### src/rtl/fast_pat_pkg.sv
// Shared types and constants for the fast pattern load/fetch paths.
// Latency: n/a (package only).
// Backpressure: n/a (package only).
package fast_pat_pkg;
   localparam int PIX_W           = 24;
   localparam int WORD_W          = 256;
   localparam int GROUP_PIX       = 32;
   localparam int WORDS_PER_GROUP = 3;
   localparam int PACK_W          = PIX_W * GROUP_PIX;
   localparam int MEM_ADDR_W      = 13;
   localparam logic [7:0] TRIG_VALUE_DEF = 8'h77;

   typedef enum logic [2:0] {
      ST_IDLE,
      ST_FILL,
      ST_WR0,
      ST_WR1,
      ST_WR2,
      ST_TRIG
   } pat_state_e;

   // Top bit of a pixel lane inside the packed group; lane 0 sits at the top.
   function automatic logic [9:0] lane_msb(input logic [4:0] lane);
      return 10'(PACK_W - 1 - PIX_W * int'(lane));
   endfunction
endpackage

### src/rtl/pat_pix_packer.sv
// Packs 32 pixels into a 768-bit group and exposes it as three 256-bit words.
// Latency: a pixel written on one edge is visible on word the next cycle.
// Backpressure: none; the caller decides when to write, clear and select.
module pat_pix_packer
   import fast_pat_pkg::*;
(
   input  logic                clk,
   input  logic                rst,
   input  logic                clr,
   input  logic                wr_en,
   input  logic [4:0]          lane,
   input  logic [PIX_W-1:0]    pix,
   input  logic [1:0]          word_sel,
   output logic [WORD_W-1:0]   word
);
   logic [PACK_W-1:0] pack;
   logic [9:0]        msb;

   assign msb = lane_msb(lane);

   // Group register: clear zeroes every lane, so unfilled lanes read as zero
   // padding; a write in the same cycle as a clear still lands.
   always_ff @(posedge clk) begin
      if (rst) begin
         pack <= '0;
      end else begin
         if (clr)   pack <= '0;
         if (wr_en) pack[msb -: PIX_W] <= pix;
      end
   end

   // Word select: word 0 is the top third of the group.
   always_comb begin
      word = '0;
      case (word_sel)
         2'd0:    word = pack[PACK_W-1          -: WORD_W];
         2'd1:    word = pack[PACK_W-1-WORD_W   -: WORD_W];
         2'd2:    word = pack[PACK_W-1-2*WORD_W -: WORD_W];
         default: word = '0;
      endcase
   end
endmodule

### src/rtl/fast_pat_load.sv
// Loads a pixel frame into on-chip memory in fetch layout, then writes the start trigger.
// Latency: first write strobe the cycle after the 32nd pixel of a group is accepted.
// Backpressure: s_pix_ready=load_enable in IDLE/FILL, held low during the 3-word burst and trigger.
module fast_pat_load
   import fast_pat_pkg::*;
#(
   parameter int         PIX_PER_LINE = 80,
   parameter int         LINES        = 1080,
   parameter int         BASE_ADDR    = 1,
   parameter int         TRIG_ADDR    = 0,
   parameter logic [7:0] TRIG_VALUE   = TRIG_VALUE_DEF
)(
   input  logic                  clk,
   input  logic                  rst,
   input  logic                  load_enable,
   input  logic [PIX_W-1:0]      s_pix_data,
   input  logic                  s_pix_valid,
   output logic                  s_pix_ready,
   input  logic                  s_pix_sof,
   input  logic                  s_pix_last,
   output logic                  onchip_mem_chip_select,
   output logic                  onchip_mem_clk_ena,
   output logic                  onchip_mem_chip_read,
   output logic [MEM_ADDR_W-1:0] onchip_mem_addr,
   output logic [31:0]           onchip_mem_byte_enable,
   output logic [WORD_W-1:0]     onchip_mem_write_data,
   output logic                  onchip_mem_write,
   output logic                  load_busy,
   output logic                  load_done,
   output logic                  frame_err
);
   localparam logic [16:0]           TOTAL = 17'(PIX_PER_LINE * LINES);
   localparam logic [MEM_ADDR_W-1:0] BASE  = MEM_ADDR_W'(BASE_ADDR);
   localparam logic [MEM_ADDR_W-1:0] TRIG  = MEM_ADDR_W'(TRIG_ADDR);

   generate
      if ((PIX_PER_LINE * LINES) % GROUP_PIX != 0) begin : g_bad_frame_size
         $error("fast_pat_load: PIX_PER_LINE*LINES must be a multiple of 32");
      end
   endgenerate

   pat_state_e            state, state_nxt;
   logic [16:0]           pix_cnt, pix_cnt_nxt, cnt_inc;
   logic [4:0]            grp_cnt, grp_cnt_nxt;
   logic [MEM_ADDR_W-1:0] addr, addr_nxt;
   logic                  early, early_nxt;
   logic                  err, err_nxt;
   logic                  run_q, done_q;
   logic                  acc, restart, store, pk_clr;
   logic [1:0]            word_sel;
   logic [WORD_W-1:0]     pk_word;

   pat_pix_packer u_packer (
      .clk      (clk),
      .rst      (rst),
      .clr      (pk_clr),
      .wr_en    (restart | store),
      .lane     (restart ? 5'd0 : grp_cnt),
      .pix      (s_pix_data),
      .word_sel (word_sel),
      .word     (pk_word)
   );

   // State, counters and status flags; run_q keeps clk_ena and ready low in reset.
   always_ff @(posedge clk) begin
      if (rst) begin
         state   <= ST_IDLE;
         pix_cnt <= '0;
         grp_cnt <= '0;
         addr    <= BASE;
         early   <= 1'b0;
         err     <= 1'b0;
         run_q   <= 1'b0;
         done_q  <= 1'b0;
      end else begin
         state   <= state_nxt;
         pix_cnt <= pix_cnt_nxt;
         grp_cnt <= grp_cnt_nxt;
         addr    <= addr_nxt;
         early   <= early_nxt;
         err     <= err_nxt;
         run_q   <= 1'b1;
         done_q  <= (state == ST_TRIG);
      end
   end

   // Next-state, pixel accounting and memory port drive.
   always_comb begin
      state_nxt              = state;
      pix_cnt_nxt            = pix_cnt;
      grp_cnt_nxt            = grp_cnt;
      addr_nxt               = addr;
      early_nxt              = early;
      err_nxt                = err;
      cnt_inc                = '0;
      s_pix_ready            = 1'b0;
      acc                    = 1'b0;
      restart                = 1'b0;
      store                  = 1'b0;
      pk_clr                 = 1'b0;
      word_sel               = 2'd0;
      onchip_mem_write       = 1'b0;
      onchip_mem_addr        = '0;
      onchip_mem_byte_enable = '0;
      onchip_mem_write_data  = '0;

      case (state)
         ST_IDLE: begin
            s_pix_ready = load_enable & run_q;
            acc         = s_pix_valid & s_pix_ready;
            // Beats before a start-of-frame are consumed and ignored.
            if (acc && s_pix_sof) begin
               restart = 1'b1;
               err_nxt = 1'b0;
            end
         end
         ST_FILL: begin
            s_pix_ready = load_enable & run_q;
            acc         = s_pix_valid & s_pix_ready;
            if (acc) begin
               if (s_pix_sof) begin
                  // Restarted frame: drop the partial group and flag it.
                  restart = 1'b1;
                  err_nxt = 1'b1;
               end else begin
                  store = 1'b1;
               end
            end
         end
         ST_WR0: begin
            onchip_mem_write       = 1'b1;
            onchip_mem_addr        = addr;
            onchip_mem_byte_enable = '1;
            word_sel               = 2'd0;
            onchip_mem_write_data  = pk_word;
            state_nxt              = ST_WR1;
         end
         ST_WR1: begin
            onchip_mem_write       = 1'b1;
            onchip_mem_addr        = addr + MEM_ADDR_W'(1);
            onchip_mem_byte_enable = '1;
            word_sel               = 2'd1;
            onchip_mem_write_data  = pk_word;
            state_nxt              = ST_WR2;
         end
         ST_WR2: begin
            onchip_mem_write       = 1'b1;
            onchip_mem_addr        = addr + MEM_ADDR_W'(2);
            onchip_mem_byte_enable = '1;
            word_sel               = 2'd2;
            onchip_mem_write_data  = pk_word;
            addr_nxt               = addr + MEM_ADDR_W'(WORDS_PER_GROUP);
            pk_clr                 = 1'b1;
            if (early) begin
               // Truncated frame: no trigger, the fetch side must not start.
               state_nxt   = ST_IDLE;
               early_nxt   = 1'b0;
               pix_cnt_nxt = '0;
               grp_cnt_nxt = '0;
               addr_nxt    = BASE;
            end else if (pix_cnt == TOTAL) begin
               state_nxt = ST_TRIG;
            end else begin
               state_nxt = ST_FILL;
            end
         end
         ST_TRIG: begin
            onchip_mem_write       = 1'b1;
            onchip_mem_addr        = TRIG;
            onchip_mem_byte_enable = 32'h1;
            onchip_mem_write_data  = {{(WORD_W-8){1'b0}}, TRIG_VALUE};
            state_nxt              = ST_IDLE;
            addr_nxt               = BASE;
            pix_cnt_nxt            = '0;
            grp_cnt_nxt            = '0;
         end
         default: state_nxt = ST_IDLE;
      endcase

      // Shared bookkeeping for every pixel that lands in the group register.
      if (restart || store) begin
         cnt_inc     = restart ? 17'd1 : pix_cnt + 17'd1;
         pix_cnt_nxt = cnt_inc;
         grp_cnt_nxt = restart ? 5'd1 : grp_cnt + 5'd1;
         early_nxt   = 1'b0;
         if (restart) addr_nxt = BASE;
         if (cnt_inc == TOTAL) begin
            if (!s_pix_last) err_nxt = 1'b1;
            state_nxt = ST_WR0;
         end else if (s_pix_last) begin
            early_nxt = 1'b1;
            err_nxt   = 1'b1;
            state_nxt = ST_WR0;
         end else if (!restart && grp_cnt == 5'd31) begin
            state_nxt = ST_WR0;
         end else begin
            state_nxt = ST_FILL;
         end
      end
   end

   assign onchip_mem_chip_select = onchip_mem_write;
   assign onchip_mem_clk_ena     = run_q;
   assign onchip_mem_chip_read   = 1'b0;
   assign load_busy              = (state != ST_IDLE);
   assign load_done              = done_q;
   assign frame_err              = err;
endmodule

### config.mk
export PLATFORM = sky130hd
export DESIGN_NAME = fast_pat_load
export DESIGN_NICKNAME = d
export VERILOG_FILES = /design/src/rtl/fast_pat_pkg.sv /design/src/rtl/pat_pix_packer.sv /design/src/rtl/fast_pat_load.sv
export SDC_FILE = /design/constraint.sdc
export NUM_CORES = 2
export LEC_CHECK = 0
export CAP_MARGIN = 20
export CORE_AREA = 2 2 241 481
export CTS_BUF_LIST = sky130_fd_sc_hd__clkbuf_8 sky130_fd_sc_hd__clkbuf_16
export CTS_CLUSTER_SIZE = 40
export DETAILED_ROUTE_END_ITERATION = 7
export DIE_AREA = 0 0 243 483
export GPL_TIMING_DRIVEN = 0
export SETUP_SLACK_MARGIN = 0.2
export SLEW_MARGIN = 20
export SYNTH_ARGS = -nofsm -noshare
export SYNTH_HDL_FRONTEND = slang
export SYNTH_SLANG_ARGS = --single-unit
export TNS_END_PERCENT = 50
### constraint.sdc
create_clock -name clk -period 14.8 [get_ports clk]
set_input_delay 4.44 -clock clk [delete_from_list [all_inputs] [get_ports clk]]
set_output_delay 4.44 -clock clk [all_outputs]
set_load 0.01 [all_outputs]
==> flow_summary.yaml <==
routing:
  firstDrtPassIters: 8
  via_per_inst: 6.061
  via_count: 42270
  antenna_left: 0
  wl_per_cell_um: 29.59
  drc: 2
  wl_um: 206300
  drt_iter0_markers: 4573
critical_path:
  slowest_delay_ps: 730
  crit_arrival_ps: 6370
  crit_fanout: 10
  required_ps: 10360
  start_kind: "input pin"
  criticalPathCategory: "in -> out"
  crit_path_cell_trace: "clkdlybuf4s50_1 -> nand4bb_4 -> inv_2 -> buf_6 -> clkdlybuf4s50_1"
  endpoint_kind: "output pin"
  worst_path_most_repeated_cell: "clkdlybuf4s50_1"
  cpMaxStageDelayCell: "clkdlybuf4s50_1"
final_layout:
  fin_nets: 5443
  seqCellArea_um2: 16220
  layout_commonest_cell: "dfxtp_1"
  mostFrequentLayoutCells: "810 x dfxtp_1, 667 x nand3_1, 659 x nand2_1, 545 x o21ai_0, 360 x a21oi_1"
  fillers: 11880
  multi_input_area_um2: 21230
  syn2layout_area_growth_pct: 20.68
  drive_gt1_share_pct: 8.084
power_and_ir_drop:
  clock_power_share_pct: 45.2
  p_per_area_nw_per_um2: 96.08
  switchingPower_mw: 1.186
  swShare_pct: 25.89
  pwr-share-seq_pct: 47.7
  internal_power_mw: 3.393
  total_power_mw: 4.578
  p_leak_nw: 14.61
  vdd_drop_max_uv: 78.18
  comb_power_share_pct: 7.1
placement:
  numPortBuffers: 337
  dp_hpwl_um: 159200
  place.gp.congestion: 1.056
cts:
  postCtsSetupBuffers: 0
  cts-root-buf: "clkbuf_16"
  cts_tree: "yes"
  clkTransAtPathRegs_ps: 70
  hold_buffers: 0
  htree_levels: 3
  cts_num_sinks: 810
  cts_resized: 0
  cts_inserted_buffers: 77
  max-clock-path-buffers: 3
  clock_latency_ps: 690
yosys:
  ys_types: 90
  postSynthAreaPerCell_um2: 7.948
  synth_warnings: 0
  synth_nets: 5010
  synth-main-ff-cell: "dfxtp_1"
  synth_area_leaders: "dfxtp_1 41%, nand3_1 8.5%, mux2i_1 8.1%, o21ai_0 7.0%, nand2_1 6.3%"
  synth_top_area_cell: "dfxtp_1"
  synthDominantCellAreaShare_pct: 41.06
  syn_area_um2: 39490
  seq_area_frac_synth_pct: 41.06
  synth_edf_count: 0
  syn_inst: 4968
  async_flop_share_pct: 0
  ys_ff_latch: 810
sta:
  rsz0062_at_grt: "false"
  fmax_mhz: 92.51
  period_needed_ps: 10810
  hold_violations: 0
  clock-skew-final_ps: 28.91
  period_share_pct: 73.04
  setup_viol: 0
  finalSetupTns_ps: 0
  maxSlewViolCount: 0
  worstMarginPinSlew_ps: 1291
  slew_headroom_pct: 13.65
global_route:
  antenna_found_initial: 18
  track_usage_pct: 33.81
  grt_pass1_vias: 40680
  grt_overflow: 0
  grt_max_degree: 33
  grt_pass1_wl_um: 287700
die:
  die_w_um: 243
  rows: 175
  core_area_um2: 113400
  start_util_pct: 34.82
  die_h_um: 483
  pin_count: 339
  dieArea_um2: 117400
run_status:
  status: "finished, violations left"
  violations: "DRC"
run:
  maxCapViolations: 0
worst_hold_path:
  hold_class: "reg -> reg"
## state kept, by name, indices dropped and copies added (netlist names)
name and count:
u_packer.pack 768, pix_cnt 17, addr 13, grp_cnt 5
state 3, early 1, frame_err 1, load_done 1
onchip_mem_clk_ena 1
## layout make-up
class,instances,share of cell area [%]
antenna,14,0.07352
buffer,487,4.422
clock buffer,95,4.611
clock inverter,38,0.6669
inverter,27,0.2127
multi-input combinational,3644,44.55
sequential,810,34.03
tap,1504,3.949
timing repair buffer,354,7.488
## synthesized netlist by cell type, drive strengths merged, types with 5 or more instances
cell     count
a22oi       44
a31oi       25
o22ai        9
o2bb2ai      9
xor2         7
buf        143
nor2       207
o21a        27
a22o        12
nand3b     130
and2        25
dfxtp      810
mux2        17
inv         25
nand3      669
a21o         5
o31ai       61
nand4       66
or3         27
a31o        57
mux2i      320
a32oi       26
nand2b       8
nor4        32
nor2b       10
clkbuf     344
and3        47
o21ai      562
or2         23
a311oi      11
ha          12
xnor2        6
a2bb2oi     10
o41ai       12
nor3b       11
a211oi      10
nand2      661
nor3        85
a21oi      361
## power by group through the flow
stage / sequential (mW) / combinational, mW / clock, mW
floorplan: 2.23 / 0.142 / 0
global placement: 2.23 / 0.296 / 0
detailed placement: 2.23 / 0.303 / 0
CTS: 2.18 / 0.304 / 2.07
global route: 2.18 / 0.323 / 2.14
finish: 2.18 / 0.325 / 2.07
## worst max-delay path: cells and delay by family
family | cells | cell delay (ps)
and+or+nand+nor | 1 | 190
buffers and inverters | 4 | 1730
## path summary, 6_finish.rpt
| kind | startpoint | slack (ps) | cells after the start | endpoint |
|---|---|---|---|---|
| max | load_enable | 3990 | 5 | s_pix_ready |
| min | u_packer.pack[740]$_SDFF_PP0_ | 460 | 2 | u_packer.pack[740]$_SDFF_PP0_ |
| max reg2reg | onchip_mem_clk_ena$_DFF_P_ | 8530 | 16 | u_packer.pack[639]$_SDFF_PP0_ |
| min reg2reg | u_packer.pack[740]$_SDFF_PP0_ | 460 | 2 | u_packer.pack[740]$_SDFF_PP0_ |
## cells by family (layout without fill, tap and decap cells)
| group | count (synthesis) | count (layout) | synth area share [%] |
|---|---|---|---|
| buffers and inverters | 514 | 1001 | 5.494 |
| adder cells (fa/ha/maj) | 12 | 12 | 0.3802 |
| XOR/XNOR | 13 | 13 | 0.3549 |
| AND/OR/NAND/NOR | 2010 | 2010 | 25.08 |
| AO/OA/AOI/OAI | 1271 | 1271 | 19.02 |
| multiplexers | 337 | 337 | 8.596 |
| flip-flops | 810 | 810 | 41.06 |
| other | 1 | 15 | 0.009497 |
## metal layers
metal	global-route usage, %	vias to the layer above	share of wire (%)
li1	-	18660	-
met5	0	-	0.039
met2	56.30	2462	46
met3	8.757	808	9.1
met4	30.44	14	11
met1	34.77	20320	34
## stage by stage
step / instance area (um2) / instances / setup slack (ps) / util (%) / hold slack, ps
3_3_place_gp: 44740 / 6809 / 2922 / 39.45 / 433.6
3_5_place_dp: 45050 / 6824 / 4010 / 39.72 / 444.5
5_1_grt: 47620 / 6961 / 3946 / 41.99 / 475.3
2_1_floorplan: 39490 / 4968 / 5512 / - / 424.8
6_report: 47650 / 6973 / 3990 / 42.01 / 458.3
4_1_cts: 47560 / 6957 / 4067 / 41.93 / 460.0
Note: power is estimated with default switching activity, not from simulation.
